## src/rtl/md_pkg.sv

```systemverilog
// md_pkg: shared definitions for the iterative multiply/divide unit.
//   - MD_WIDTH : default operand / HI / LO width
//   - MD_CNT_W : iteration counter width
//   - md_op_e  : operation encodings presented on the op port
//   - md_state_e : controller states
package md_pkg;

  localparam int MD_WIDTH = 32;
  localparam int MD_CNT_W = $clog2(MD_WIDTH);

  typedef enum logic [1:0] {
    OP_MULT  = 2'b00,
    OP_MULTU = 2'b01,
    OP_DIV   = 2'b10,
    OP_DIVU  = 2'b11
  } md_op_e;

  typedef enum logic [1:0] {
    IDLE = 2'b00,
    CALC = 2'b01,
    FIX  = 2'b10
  } md_state_e;

endpackage

```

## src/rtl/add_sub_w.sv

```systemverilog
// add_sub_w: WIDTH-bit ripple-carry adder/subtractor built from a chain of
// full-adder cells.
//   a, b : operands
//   sub  : 0 -> a + b, 1 -> a - b (b inverted, carry-in forced to 1)
//   sum  : WIDTH-bit result
//   cout : carry out of the top cell (for subtract, 1 means no borrow)
module add_sub_w
  import md_pkg::*;
#(
  parameter int WIDTH = MD_WIDTH
) (
  input  logic [WIDTH-1:0] a,
  input  logic [WIDTH-1:0] b,
  input  logic             sub,
  output logic [WIDTH-1:0] sum,
  output logic             cout
);

  logic [WIDTH:0]   carry;
  logic [WIDTH-1:0] b_x;

  assign b_x      = b ^ {WIDTH{sub}};
  assign carry[0] = sub;

  for (genvar i = 0; i < WIDTH; i++) begin : g_fa
    assign sum[i]     = a[i] ^ b_x[i] ^ carry[i];
    assign carry[i+1] = (a[i] & b_x[i]) | (a[i] & carry[i]) | (b_x[i] & carry[i]);
  end

  assign cout = carry[WIDTH];

endmodule

```

## src/rtl/mult_div_unit.sv

```systemverilog
// mult_div_unit: iterative MULT/MULTU/DIV/DIVU unit owning the HI/LO registers.
// One add/subtract per cycle through add_sub_w; 33 busy cycles per operation.
//   clk, rst      : clock, synchronous active-high reset
//   start, op     : launch an operation (sampled only when idle)
//   rs_val/rt_val : multiplicand/multiplier or dividend/divisor
//   mthi/mtlo     : write wdata to HI/LO when idle and no start
//   busy          : operation in flight
//   done          : one-cycle pulse once HI/LO hold the new result
//   div_by_zero   : pulses with done when the divisor was zero
//   hi, lo        : architectural HI/LO registers
module mult_div_unit
  import md_pkg::*;
#(
  parameter int WIDTH = MD_WIDTH
) (
  input  logic             clk,
  input  logic             rst,
  input  logic             start,
  input  logic [1:0]       op,
  input  logic [WIDTH-1:0] rs_val,
  input  logic [WIDTH-1:0] rt_val,
  input  logic             mthi,
  input  logic             mtlo,
  input  logic [WIDTH-1:0] wdata,
  output logic             busy,
  output logic             done,
  output logic             div_by_zero,
  output logic [WIDTH-1:0] hi,
  output logic [WIDTH-1:0] lo
);

  localparam int CNT_W = $clog2(WIDTH);

  md_state_e state, state_n;
  logic [CNT_W-1:0] count;

  // Working register: {upper, lower}. Multiply: {partial sum, multiplier};
  // divide: {remainder, quotient}.
  logic [2*WIDTH-1:0] acc;
  logic [2*WIDTH-1:0] acc_n;
  logic [WIDTH-1:0]   opb;
  logic [WIDTH-1:0]   rs_raw;
  logic               is_div_q;
  logic               sgn_diff_q;
  logic               rs_neg_q;
  logic               dbz_q;

  // Launch-time operand conditioning.
  md_op_e             op_in;
  logic               is_div_in;
  logic               is_signed_in;
  logic               rs_neg;
  logic               rt_neg;
  logic signed [WIDTH-1:0] rs_s;
  logic signed [WIDTH-1:0] rt_s;
  logic [WIDTH-1:0]   rs_mag;
  logic [WIDTH-1:0]   rt_mag;

  assign op_in        = md_op_e'(op);
  assign is_div_in    = (op_in == OP_DIV) || (op_in == OP_DIVU);
  assign is_signed_in = (op_in == OP_MULT) || (op_in == OP_DIV);
  assign rs_s         = rs_val;
  assign rt_s         = rt_val;
  assign rs_neg       = is_signed_in && rs_val[WIDTH-1];
  assign rt_neg       = is_signed_in && rt_val[WIDTH-1];
  assign rs_mag       = rs_neg ? WIDTH'(-rs_s) : rs_val;
  assign rt_mag       = rt_neg ? WIDTH'(-rt_s) : rt_val;

  assign busy = (state != IDLE);

  // Next-state logic.
  always_comb begin
    state_n = state;
    case (state)
      IDLE:    if (start) state_n = CALC;
      CALC:    if (count == CNT_W'(WIDTH - 1)) state_n = FIX;
      FIX:     state_n = IDLE;
      default: state_n = IDLE;
    endcase
  end

  // Shared add/sub path: multiply adds the multiplicand into the upper half,
  // divide trial-subtracts the divisor from the left-shifted remainder.
  logic [2*WIDTH-1:0] div_sh;
  logic [WIDTH-1:0]   as_a;
  logic [WIDTH-1:0]   as_sum;
  logic               as_cout;

  assign div_sh = {acc[2*WIDTH-2:0], 1'b0};
  assign as_a   = is_div_q ? div_sh[2*WIDTH-1:WIDTH] : acc[2*WIDTH-1:WIDTH];

  add_sub_w #(.WIDTH(WIDTH)) u_add_sub (
    .a    (as_a),
    .b    (opb),
    .sub  (is_div_q),
    .sum  (as_sum),
    .cout (as_cout)
  );

  always_comb begin
    acc_n = acc;
    if (is_div_q) begin
      // The bit shifted out of the remainder is the implicit WIDTH+1-th bit:
      // if set, the shifted remainder certainly exceeds the divisor.
      if (acc[2*WIDTH-1] || as_cout)
        acc_n = {as_sum, div_sh[WIDTH-1:1], 1'b1};
      else
        acc_n = {div_sh[2*WIDTH-1:1], 1'b0};
    end else begin
      if (acc[0])
        acc_n = {as_cout, as_sum, acc[WIDTH-1:1]};
      else
        acc_n = {1'b0, acc[2*WIDTH-1:1]};
    end
  end

  // Sign fixup and divide-by-zero override.
  logic signed [2*WIDTH-1:0] prod_s;
  logic signed [WIDTH-1:0]   quo_s;
  logic signed [WIDTH-1:0]   rem_s;
  logic [WIDTH-1:0]          res_hi;
  logic [WIDTH-1:0]          res_lo;

  assign prod_s = acc;
  assign quo_s  = acc[WIDTH-1:0];
  assign rem_s  = acc[2*WIDTH-1:WIDTH];

  always_comb begin
    res_hi = acc[2*WIDTH-1:WIDTH];
    res_lo = acc[WIDTH-1:0];
    if (!is_div_q) begin
      if (sgn_diff_q) begin
        res_hi = WIDTH'((-prod_s) >>> WIDTH);
        res_lo = WIDTH'(-prod_s);
      end
    end else if (dbz_q) begin
      res_hi = rs_raw;
      res_lo = '1;
    end else begin
      res_lo = sgn_diff_q ? WIDTH'(-quo_s) : acc[WIDTH-1:0];
      res_hi = rs_neg_q   ? WIDTH'(-rem_s) : acc[2*WIDTH-1:WIDTH];
    end
  end

  always_ff @(posedge clk) begin
    if (rst) begin
      state       <= IDLE;
      count       <= '0;
      hi          <= '0;
      lo          <= '0;
      done        <= 1'b0;
      div_by_zero <= 1'b0;
    end else begin
      state       <= state_n;
      done        <= 1'b0;
      div_by_zero <= 1'b0;
      case (state)
        IDLE: begin
          if (start) begin
            // Start takes priority over any MTHI/MTLO in the same cycle.
            count      <= '0;
            acc        <= {{WIDTH{1'b0}}, (is_div_in ? rs_mag : rt_mag)};
            opb        <= is_div_in ? rt_mag : rs_mag;
            rs_raw     <= rs_val;
            is_div_q   <= is_div_in;
            sgn_diff_q <= rs_neg ^ rt_neg;
            rs_neg_q   <= rs_neg;
            dbz_q      <= is_div_in && (rt_val == '0);
          end else begin
            if (mthi) hi <= wdata;
            if (mtlo) lo <= wdata;
          end
        end
        CALC: begin
          acc   <= acc_n;
          count <= count + 1'b1;
        end
        FIX: begin
          hi          <= res_hi;
          lo          <= res_lo;
          done        <= 1'b1;
          div_by_zero <= dbz_q;
        end
        default: ;
      endcase
    end
  end

endmodule

```

## config.mk

```make
export PLATFORM = sky130hd
export DESIGN_NAME = mult_div_unit
export DESIGN_NICKNAME = d
export VERILOG_FILES = /design/src/rtl/md_pkg.sv /design/src/rtl/add_sub_w.sv /design/src/rtl/mult_div_unit.sv
export SDC_FILE = /design/constraint.sdc
export NUM_CORES = 1
export LEC_CHECK = 0
export ABC_AREA = 1
export BUFFER_PORTS_ARGS = -buffer_cell sky130_fd_sc_hd__buf_2
export CAP_MARGIN = 20
export CORE_MARGIN = 2
export CORE_UTILIZATION = 35
export CTS_BUF_LIST = sky130_fd_sc_hd__clkbuf_4
export CTS_CLUSTER_SIZE = 30
export DETAILED_ROUTE_END_ITERATION = 10
export PLACE_DENSITY = 0.58
export SETUP_SLACK_MARGIN = 0.3
export SLEW_MARGIN = 20
export SYNTH_ARGS = -nofsm -noshare
export SYNTH_HDL_FRONTEND = slang
export SYNTH_SLANG_ARGS = --single-unit
export TNS_END_PERCENT = 50
```

## constraint.sdc

```tcl
create_clock -name clk -period 17.17 [get_ports clk]
set_input_delay 3.434 -clock clk [delete_from_list [all_inputs] [get_ports clk]]
set_output_delay 3.434 -clock clk [all_outputs]
set_load 0.02 [all_outputs]
```

==> flow_results.xml <==
<?xml version="1.0" encoding="UTF-8"?>
<metrics>
  <group name="logic_synthesis">
    <metric name="synth_cell_type_count" unit="">45</metric>
    <metric name="yosys_most_used_dff" unit="">sky130_fd_sc_hd__edfxtp_1</metric>
    <metric name="count_of_state_elements_after_synthesis" unit="">205</metric>
    <metric name="yosysTopAreaCell" unit="">sky130_fd_sc_hd__edfxtp_1</metric>
    <metric name="syn_nets" unit="">2537</metric>
    <metric name="synth_area_leaders" unit="">sky130_fd_sc_hd__edfxtp_1 (25%), sky130_fd_sc_hd__nand2_1 (12%), sky130_fd_sc_hd__dfxtp_1 (9.1%)</metric>
    <metric name="yosysSeqAreaShare" unit="">0.336</metric>
    <metric name="synth_warnings" unit="">0</metric>
    <metric name="synth.cell_area" unit="sq um">16100</metric>
    <metric name="post-synth-top-area-fraction" unit="">0.246</metric>
    <metric name="synth_edf_count" unit="">132</metric>
    <metric name="postSynthCellCount" unit="">2397</metric>
    <metric name="postSynth.asyncResetShare" unit="">0</metric>
    <metric name="syn-mean-instance-area" unit="sq um">6.74</metric>
  </group>
  <group name="cells_and_area">
    <metric name="layout-drive-gt1-share" unit="">0.142</metric>
    <metric name="stdcell_count" unit="">3177</metric>
    <metric name="finish.utilization" unit="">0.402</metric>
    <metric name="layout-area-overhead-vs-synth" unit="%">13.1</metric>
    <metric name="net_count_final" unit="">2666</metric>
    <metric name="final_cell_mix" unit="">sky130_fd_sc_hd__nand2_1 (535), sky130_fd_sc_hd__nor2_1 (342), sky130_fd_sc_hd__inv_1 (233), sky130_fd_sc_hd__o21ai_0 (197), sky130_fd_sc_hd__a21oi_1 (197)</metric>
    <metric name="layout.cells.most_common" unit="">sky130_fd_sc_hd__nand2_1</metric>
  </group>
  <group name="power_and_ir_drop">
    <metric name="net-switching-power" unit="W">0.000535</metric>
    <metric name="seq_power_share" unit="">0.405</metric>
    <metric name="netSwitchingFraction" unit="">0.359</metric>
    <metric name="total_design_power" unit="W">0.00149</metric>
    <metric name="power-per-cell-area" unit="nW/um^2">81.6</metric>
    <metric name="power.share.combinational" unit="">0.247</metric>
    <metric name="clockPowerShare" unit="">0.348</metric>
    <metric name="p_int" unit="W">0.000956</metric>
    <metric name="vdd_ir_drop_max" unit="uV">70.0</metric>
    <metric name="p_leak" unit="nW">7.94</metric>
  </group>
  <group name="global_route">
    <metric name="maximum_number_of_pins_on_one_net_before_global_route_repair" unit="">92</metric>
    <metric name="initial_antenna_violation_count" unit="">2</metric>
    <metric name="grt_pass1_wl" unit="mm">97.8</metric>
    <metric name="grt-ovfl-total" unit="">0</metric>
    <metric name="grt_pass1_vias" unit="">15950</metric>
    <metric name="grt_usage" unit="">0.270</metric>
  </group>
  <group name="route">
    <metric name="post_drt_via_cell_ratio" unit="">5.46</metric>
    <metric name="drtIter0Drc" unit="">2131</metric>
    <metric name="dr_wl_cell" unit="um">20.6</metric>
    <metric name="ant_nets" unit="">0</metric>
    <metric name="wirelength" unit="mm">65.4</metric>
    <metric name="drc" unit="">0</metric>
    <metric name="drt-pass1-iter-count" unit="">6</metric>
    <metric name="dr_total_vias" unit="">17347</metric>
  </group>
  <group name="die">
    <metric name="core_area" unit="sq um">45500</metric>
    <metric name="starting_density" unit="">0.355</metric>
    <metric name="die_area" unit="sq um">47900</metric>
    <metric name="dieHeight" unit="um">219</metric>
    <metric name="number_of_rows_created_at_floorplan" unit="">78</metric>
    <metric name="floorplan.io_pins" unit="">170</metric>
    <metric name="dieWidth" unit="um">219</metric>
  </group>
  <group name="clock_network">
    <metric name="post_cts_hold_buffer_count" unit="">0</metric>
    <metric name="cts.clk_slew.worst_paths" unit="ns">0.07</metric>
    <metric name="clkLatencyLatePin" unit="ns">0.84</metric>
    <metric name="numClockSinks" unit="">205</metric>
    <metric name="cts.path.max_buffers" unit="">3</metric>
    <metric name="htreeDepth" unit="">2</metric>
    <metric name="tritoncts.num_buffers" unit="">59</metric>
    <metric name="count_of_buffers_added_by_post_cts_timing_repair_for_setup" unit="">0</metric>
    <metric name="clockRootBuffer" unit="">sky130_fd_sc_hd__clkbuf_4</metric>
    <metric name="tritoncts" unit="">built</metric>
    <metric name="cts-resized-gates" unit="">0</metric>
  </group>
  <group name="place">
    <metric name="place_congestion" unit="">0.991</metric>
    <metric name="detailedPlacementHpwl" unit="mm">50.5</metric>
    <metric name="dpl.cell_count" unit="">3065</metric>
    <metric name="portBuffers" unit="">169</metric>
  </group>
  <group name="worst_setup_path">
    <metric name="critPathMostFrequentCell" unit="">sky130_fd_sc_hd__fa_1</metric>
    <metric name="rr_endpoint" unit="">acc[35]$_SDFFCE_PN0P_</metric>
    <metric name="setup.worst_path.start" unit="">is_div_q$_DFFE_PP_</metric>
    <metric name="critical_path.slowest_cell" unit="">sky130_fd_sc_hd__fa_1</metric>
    <metric name="worst_setup_path_start_kind" unit="">flip-flop</metric>
    <metric name="path_class" unit="">reg2reg</metric>
    <metric name="r2r_slack" unit="ns">2.64</metric>
    <metric name="worst_ep_required_time" unit="ns">17.78</metric>
    <metric name="reg2reg_from" unit="">is_div_q$_DFFE_PP_</metric>
    <metric name="setup.worst_path.end_class" unit="">flip-flop</metric>
    <metric name="critPathMaxFanout" unit="">45</metric>
    <metric name="delay_of_the_slowest_cell_on_the_worst_path" unit="ns">0.44</metric>
    <metric name="worst_r2r_path_depth" unit="">43</metric>
    <metric name="cp_data_arrival_time" unit="ns">15.14</metric>
  </group>
  <group name="min_path">
    <metric name="min_path_type" unit="">reg2reg</metric>
    <metric name="min_to" unit="">count[4]$_SDFFE_PP0P_</metric>
    <metric name="holdPathStages" unit="">2</metric>
    <metric name="worst_hold_startpoint" unit="">count[4]$_SDFFE_PP0P_</metric>
  </group>
  <group name="timing">
    <metric name="clock_skew" unit="ns">0.0788</metric>
    <metric name="clock.fmax" unit="MHz">68.8</metric>
    <metric name="setup_viol_count_final" unit="">0</metric>
    <metric name="tightest_slew" unit="ns">1.06</metric>
    <metric name="period_share" unit="">0.846</metric>
    <metric name="max-slew-margin-rel" unit="">0.291</metric>
    <metric name="setup_repair_after_global_routing_missed_its_margin" unit="">no</metric>
    <metric name="finalSetupTns" unit="ns">0</metric>
    <metric name="timing_max_transition_violations_final" unit="">0</metric>
    <metric name="timing.final.hold_violations" unit="">0</metric>
    <metric name="final_period_minus_worst_setup_slack" unit="ns">14.53</metric>
  </group>
  <group name="job">
    <metric name="maxCapViolCount" unit="">0</metric>
  </group>
  <group name="run_status">
    <metric name="status" unit="">completed</metric>
  </group>
</metrics>
## flip-flops by register name, indices dropped and copies added (netlist names), 2 cells and up
register	flops
opb	32
lo	32
rs_raw	32
count	5
state	2
acc	64
hi	32
## power by group through the flow
stage	combinational, W	sequential [W]	clock [W]
final	0.000369	0.000604	0.000519
after floorplan	0.000229	0.000610	0
after detailed placement	0.000363	0.000612	0
after CTS	0.000364	0.000602	0.000528
after global placement	0.000359	0.000612	0
after global routing	0.000409	0.000606	0.000554
## through the flow
step | area [sq um] | worst slack (ns) | hold WS, ns
after floorplan | 16100 | 3.61 | 0.444
after CTS | 18300 | 2.77 | 0.479
after global routing | 18300 | 2.13 | 0.505
after detailed placement | 17400 | 2.82 | 0.471
final | 18300 | 2.64 | 0.479
after global placement | 17400 | 2.95 | 0.454
## area by class of cell
type / instances / area (sq um)
flip-flops and latches: 205 / 5430
well taps: 600 / 751
clock buffers: 77 / 578
inverters: 246 / 923
diodes: 1 / 2.50
fillers: 4889 / 27200
multi-input cells: 1822 / 9300
repair buffers: 192 / 1020
clock inverters: 34 / 267
## routing by layer
| metal | vias up | wire (um) | global-route usage | share of wire |
|---|---|---|---|---|
| met1 | 8034 | 28800 | 0.386 | 0.44 |
| met2 | 954 | 27200 | 0.392 | 0.42 |
| li1 | 8247 | - | - | - |
| met3 | 112 | 6810 | 0.0596 | 0.10 |
| met4 | 0 | 2680 | 0.110 | 0.041 |
| met5 | - | 0 | 0 | 0 |
## worst max-delay path, delay by kind of cell (launching register included)
kind,cells,cell delay (ns)
fa+ha+maj,31,11.75
buf+inv,5,0.99
simple gates,3,0.62
compound gates,4,0.56
flops,1,0.36
## how the worst max path moves through the flow
stage,endpoint,slack (ns),depth (start not counted)
2_1_floorplan,acc[33]$_SDFFCE_PN0P_,3.61,44
3_3_place_gp,acc[33]$_SDFFCE_PN0P_,2.95,43
3_5_place_dp,acc[46]$_SDFFCE_PN0P_,2.82,43
4_1_cts,acc[35]$_SDFFCE_PN0P_,2.77,43
5_1_grt,acc[35]$_SDFFCE_PN0P_,2.13,43
6_report,acc[35]$_SDFFCE_PN0P_,2.64,43
## cells in the mapped netlist, types with 3 or more instances
| cell | number |
|---|---|
| sky130_fd_sc_hd__dfxtp_1 | 73 |
| sky130_fd_sc_hd__and2_1 | 3 |
| sky130_fd_sc_hd__nand2_2 | 13 |
| sky130_fd_sc_hd__ha_1 | 6 |
| sky130_fd_sc_hd__nor2_4 | 9 |
| sky130_fd_sc_hd__nand3_1 | 167 |
| sky130_fd_sc_hd__nand4_1 | 21 |
| sky130_fd_sc_hd__a31oi_1 | 15 |
| sky130_fd_sc_hd__xnor2_1 | 39 |
| sky130_fd_sc_hd__buf_2 | 29 |
| sky130_fd_sc_hd__clkbuf_1 | 77 |
| sky130_fd_sc_hd__buf_1 | 15 |
| sky130_fd_sc_hd__o21ai_0 | 197 |
| sky130_fd_sc_hd__edfxtp_1 | 132 |
| sky130_fd_sc_hd__a21oi_1 | 197 |
| sky130_fd_sc_hd__o31ai_1 | 3 |
| sky130_fd_sc_hd__inv_1 | 237 |
| sky130_fd_sc_hd__nor2_1 | 347 |
| sky130_fd_sc_hd__o21ai_1 | 27 |
| sky130_fd_sc_hd__nand3b_1 | 5 |
| sky130_fd_sc_hd__nand3_2 | 3 |
| sky130_fd_sc_hd__o22ai_1 | 66 |
| sky130_fd_sc_hd__o221ai_1 | 5 |
| sky130_fd_sc_hd__nor3_1 | 18 |
| sky130_fd_sc_hd__nor2_2 | 29 |
| sky130_fd_sc_hd__xor2_1 | 43 |
| sky130_fd_sc_hd__o21ai_2 | 3 |
| sky130_fd_sc_hd__nand2_1 | 535 |
| sky130_fd_sc_hd__inv_2 | 7 |
| sky130_fd_sc_hd__o21a_1 | 3 |
| sky130_fd_sc_hd__o211ai_1 | 22 |
| sky130_fd_sc_hd__a21oi_2 | 3 |
| sky130_fd_sc_hd__fa_1 | 31 |
## cells by family after synthesis
family | Yosys count | share of synthesized area
adder cells (fa/ha/maj) | 37 | 0.0431
flip-flops | 205 | 0.336
buffers and inverters | 370 | 0.0892
XOR/XNOR | 82 | 0.0445
AND/OR/NAND/NOR | 1156 | 0.302
AO/OA/AOI/OAI | 547 | 0.185
Power figures use the tool's default switching activity.
